**config.mk**
```make
export PLATFORM = sky130hd
export DESIGN_NAME = fifo_rr_sched
export DESIGN_NICKNAME = d
export VERILOG_FILES = /design/src/rtl/mpc_pkg.sv /design/src/rtl/rr_pick.sv /design/src/rtl/fifo_rr_sched.sv
export SDC_FILE = /design/constraint.sdc
export NUM_CORES = 1
export LEC_CHECK = 0
export BUFFER_PORTS_ARGS = -buffer_cell sky130_fd_sc_hd__buf_2
export CAP_MARGIN = 20
export CORE_AREA = 2 2 71 73
export CTS_BUF_LIST = sky130_fd_sc_hd__clkbuf_8 sky130_fd_sc_hd__clkbuf_16
export CTS_CLUSTER_SIZE = 12
export DETAILED_ROUTE_END_ITERATION = 7
export DIE_AREA = 0 0 73 75
export PLACE_DENSITY = 0.68
export SETUP_SLACK_MARGIN = 0.02
export SYNTH_ARGS = -nofsm -noshare
export SYNTH_HDL_FRONTEND = slang
export SYNTH_HIERARCHICAL = 1
export SYNTH_SLANG_ARGS = --single-unit
```
**constraint.sdc**
```tcl
create_clock -name clk -period 3 [get_ports clk]
set_clock_uncertainty 0.15 [all_clocks]
set_input_delay 0.3 -clock clk [delete_from_list [all_inputs] [get_ports clk]]
set_output_delay 0.3 -clock clk [all_outputs]
set_load 0.02 [all_outputs]
```
**src/rtl/mpc_pkg.sv**
```systemverilog
// Shared types and helpers for the multi-port FIFO scheduler.
package mpc_pkg;

    typedef enum logic [0:0] {
        IDLE  = 1'b0,
        BURST = 1'b1
    } state_e;

    // Width of a port index; never narrower than one bit.
    function automatic int unsigned port_w(input int unsigned n);
        return (n > 1) ? $clog2(n) : 1;
    endfunction

endpackage

```
**src/rtl/rr_pick.sv**
```systemverilog
// Round-robin pick: first asserted request at or above ptr, wrapping to index 0.
module rr_pick
    import mpc_pkg::*;
#(
    parameter  int unsigned N = 4,
    localparam int unsigned W = port_w(N)
) (
    input  logic [N-1:0] req,
    input  logic [W-1:0] ptr,
    output logic [N-1:0] onehot,
    output logic [W-1:0] idx
);

    logic         found;
    logic [W-1:0] j;

    always_comb begin
        onehot = '0;
        idx    = '0;
        found  = 1'b0;
        j      = '0;
        for (int unsigned i = 0; i < N; i++) begin
            j = W'((32'(ptr) + i) % N);
            if (!found && req[j]) begin
                found     = 1'b1;
                onehot[j] = 1'b1;
                idx       = j;
            end
        end
    end

endmodule

```
**src/rtl/fifo_rr_sched.sv**
```systemverilog
// Round-robin burst scheduler draining NUM_PORTS FWFT FIFOs into one registered stream.
module fifo_rr_sched
    import mpc_pkg::*;
#(
    parameter  int unsigned NUM_PORTS  = 4,
    parameter  int unsigned DATA_WIDTH = 8,
    parameter  int unsigned BURST_LEN  = 4,
    localparam int unsigned PW         = port_w(NUM_PORTS)
) (
    input  logic                                 clk,
    input  logic                                 rst_n,
    input  logic [NUM_PORTS-1:0][DATA_WIDTH-1:0] fifo_dout,
    input  logic [NUM_PORTS-1:0]                 fifo_empty,
    output logic [NUM_PORTS-1:0]                 fifo_rd_en,
    output logic [DATA_WIDTH-1:0]                out_data,
    output logic                                 out_valid,
    input  logic                                 out_ready,
    output logic [PW-1:0]                        out_port,
    output logic [NUM_PORTS-1:0]                 grant,
    output logic                                 busy
);

    localparam int unsigned CW = $clog2(BURST_LEN) + 1;

    state_e               state_q;
    logic [PW-1:0]        rr_ptr_q;
    logic [PW-1:0]        gidx_q;
    logic [CW-1:0]        cnt_q;
    logic [NUM_PORTS-1:0] pick_oh;
    logic [PW-1:0]        pick_idx;
    logic [PW-1:0]        nxt_ptr;
    logic                 g_empty;
    logic                 pop;
    logic                 last;

    rr_pick #(
        .N (NUM_PORTS)
    ) u_pick (
        .req    (~fifo_empty),
        .ptr    (rr_ptr_q),
        .onehot (pick_oh),
        .idx    (pick_idx)
    );

    // A pop needs a word at the granted head and room in the output register.
    assign g_empty    = fifo_empty[gidx_q];
    assign pop        = (state_q == BURST) && !g_empty && (!out_valid || out_ready);
    assign fifo_rd_en = pop ? grant : '0;
    assign last       = (cnt_q == CW'(BURST_LEN - 1));
    assign nxt_ptr    = (gidx_q == PW'(NUM_PORTS - 1)) ? '0 : gidx_q + 1'b1;
    assign busy       = (state_q == BURST);

    always_ff @(posedge clk or negedge rst_n) begin
        if (!rst_n) begin
            state_q   <= IDLE;
            rr_ptr_q  <= '0;
            gidx_q    <= '0;
            cnt_q     <= '0;
            grant     <= '0;
            out_data  <= '0;
            out_valid <= 1'b0;
            out_port  <= '0;
        end else begin
            if (pop) begin
                out_data  <= fifo_dout[gidx_q];
                out_port  <= gidx_q;
                out_valid <= 1'b1;
            end else if (out_valid && out_ready) begin
                out_valid <= 1'b0;
            end

            case (state_q)
                IDLE: begin
                    if (|(~fifo_empty)) begin
                        state_q <= BURST;
                        grant   <= pick_oh;
                        gidx_q  <= pick_idx;
                        cnt_q   <= '0;
                    end
                end
                BURST: begin
                    if (g_empty || (pop && last)) begin
                        state_q  <= IDLE;
                        grant    <= '0;
                        rr_ptr_q <= nxt_ptr;
                    end else if (pop) begin
                        cnt_q <= cnt_q + 1'b1;
                    end
                end
                default: state_q <= IDLE;
            endcase
        end
    end

endmodule
```
==> flow_metrics.py <==
metrics = {
    "timing": {
        "setup_viol": 0,
        "period_needed_ns": 2.48,
        "final.setup.tns_ns": 0,
        "timing.final.crit_share_pct": 82.6,
        "slew_headroom_pct": 51.3,
        "grt_setup_unrepaired": "no",
        "hold_ws_ns": 0.243,
        "maxSlewViolCount": 0,
        "fmax_ghz": 0.403,
        "hold_viol_final": 0,
        "worstMarginPinSlew_ns": 0.724,
    },
    "die": {
        "start_util_pct": 38.7,
        "die-area_sq_um": 5480,
        "core_area_sq_um": 4660,
        "rows": 25,
        "die_h_microns": 75,
        "fp.dieW_microns": 73,
        "io_pins": 59,
    },
    "yosys": {
        "synth-seq-area-share_pct": 31.9,
        "yosysWarnings": 6,
        "synth_area_sq_um": 1800,
        "synth.most_common_cell": "nand2_1",
        "ys.flop_type": "dfrtp_1",
        "synth-edff-count": 0,
        "synthesis.instances": 171,
        "async_flop_share_pct": 100,
        "synth_fp_nets": 218,
        "synth_top_cells_by_area": "dfrtp_1 32%, mux4_2 15%, nand2_1 6.0%",
        "synth_seq_cells": 23,
        "synthTopCellsByCount": "29 x nand2_1, 23 x dfrtp_1, 14 x o21ai_0",
        "synth.avg_cell_area_sq_um": 10.5,
        "synth.distinct_cells": 43,
        "synth_top_area_share_pct": 31.9,
        "yosys.area.top_type": "dfrtp_1",
    },
    "finish": {
        "area_growth_pct": 21.3,
        "finalInstanceArea_sq_um": 2190,
        "drive_above_1_share_pct": 44.1,
        "nNetsFinal": 275,
        "antenna_cells": 0,
    },
    "routing": {
        "via_count": 1512,
        "drt_pass1_iterations": 4,
        "drtIter0Drc": 46,
        "vias_per_cell": 5.38,
        "wl_per_cell_microns": 14.6,
        "drt.antenna.violating_nets": 0,
        "wirelength_microns": 4110,
        "drc": 0,
    },
    "critical_path": {
        "r2r_slack_ns": 0.79,
        "cp.arrival_ns": 2.03,
        "cp-end-kind": "output port",
        "crit_slowest_cell": "mux4_2",
        "crit_path_max_fanout": 10,
        "required_ns": 2.55,
        "crit_family": "simple AND/OR/NAND/NOR gates",
        "cp_num_buf_inv": 1,
        "worstPathCellList": "mux4_2 > nor3_4 > and2_1 > buf_2",
        "critPathLaunchType": "flip-flop",
        "critPathMaxStageDelay_ns": 0.60,
        "crit_type": "reg -> out",
    },
    "cts": {
        "clockRootBuffer": "clkbuf_8",
        "clockBufferDepth": 2,
        "insertion_delay_ns": 0.27,
        "cts.sinks": 23,
        "cts.clk_slew.worst_paths_ns": 0.08,
        "h-tree-depth": 1,
        "cts_tree": "done",
        "postCtsResizedCells": 0,
        "postCtsHoldBufs": 1,
        "cts_buffers": 3,
        "cts_setup_buffers": 0,
    },
    "placed_design": {
        "place_area_sq_um": 2130,
        "portBuffers": 58,
        "globalplace.congestion": 0.783,
        "dp_hpwl_microns": 3130,
    },
    "power_and_ir_drop": {
        "p_leak_nw": 1.05,
        "power.density_nw_per_um2": 1030,
        "ir_drop_mv": 0.549,
        "total_power_mw": 2.26,
    },
    "hold_path": {
        "hold_class": "in -> reg",
    },
    "global_route": {
        "grtUsageTotal_pct": 15.3,
        "grt_pass1_wl_microns": 6490,
        "grt_pass1_vias": 1390,
        "antenna_found_initial": 0,
        "grt_max_degree": 24,
        "gr-total-overflow": 0,
    },
    "run_status": {
        "status": "complete, no violations",
    },
    "run": {
        "maxCapViolCount": 0,
    },
}
## layer usage
metal / vias up / global-route usage, % / part of all wire (%)
met4: 0 / 5.35 / 1.4
met2: 52 / 25.1 / 48
li1: 732 / - / -
met3: 5 / 2.68 / 5.5
met1: 723 / 20.5 / 45
met5: - / 0 / 0
## path summary, 6_finish.rpt
path,start,cells past startpoint,end
worst max-delay path,gidx_q[0]$_DFFE_PN0P_,4,fifo_rd_en[0]
worst min-delay path,out_ready,3,out_valid$_DFFE_PN0P_
min in group asynchronous,rst_n,2,out_data[2]$_DFFE_PN0P_
worst min register to register,out_data[3]$_DFFE_PN0P_,1,out_data[3]$_DFFE_PN0P_
worst max register to register,rr_ptr_q[0]$_DFFE_PN0P_,7,grant[1]$_DFFE_PN0P_
max in group asynchronous,rst_n,2,gidx_q[1]$_DFFE_PN0P_
## worst min-delay path, delay by kind of cell
family	cells	cell delay (ns)
buf+inv	1	0.08
simple gates	2	0.24
## cells by family after synthesis
group / share of synthesized area, %
AOI/OAI and AO/OA: 14.0
adders and majority gates: 5.55
buffers and inverters: 5.83
DFF: 31.9
muxes: 25.9
and+or+nand+nor: 16.8
## area by class of cell
cell class                      instances  area [sq um]
Tap cell                               54          67.6
Clock buffer                            3          41.3
Inverter                               10          37.5
Fill cell                             450          2470
Clock inverter                          1          5.00
Timing Repair Buffer                   64           338
Multi-Input combinational cell        126          1120
Sequential cell                        23           576
## power breakdown
group	total [mW]	internal, mW	switching (mW)
combinational	1.51	0.718	0.794
sequential	0.553	0.458	0.0957
clock	0.193	0.0929	0.100
## through the flow
stage               utilization [%]  std cells  worst slack, ns
finish                         46.9        281            0.521
global route                   46.9        281            0.378
CTS                            46.9        281            0.507
detailed placement             45.7        276            0.748
global placement               45.7        276            0.771
floorplan                         -        171            0.595
## registers in the layout, indices dropped and copies added (netlist names)
register / flops
busy: 1
cnt_q: 3
gidx_q: 2
grant: 4
out_data: 8
out_port: 2
out_valid: 1
rr_ptr_q: 2
## cell usage in the layout (no fill, tap or decap), types with 2 or more instances in the layout
| cell type | count |
|---|---|
| mux2_4 | 6 |
| ha_1 | 8 |
| and3b_1 | 2 |
| mux4_2 | 12 |
| dfrtp_1 | 23 |
| nand2_1 | 29 |
| clkbuf_8 | 3 |
| mux2_2 | 5 |
| buf_2 | 58 |
| a221o_2 | 4 |
| inv_1 | 10 |
| o21ai_0 | 14 |
| buf_4 | 5 |
| mux2i_1 | 5 |
| nor3b_1 | 2 |
| and2_1 | 5 |
| nand2b_1 | 5 |
| a31oi_1 | 2 |
| nor2_1 | 4 |
| a22o_1 | 2 |
Power figures use the tool's default switching activity.
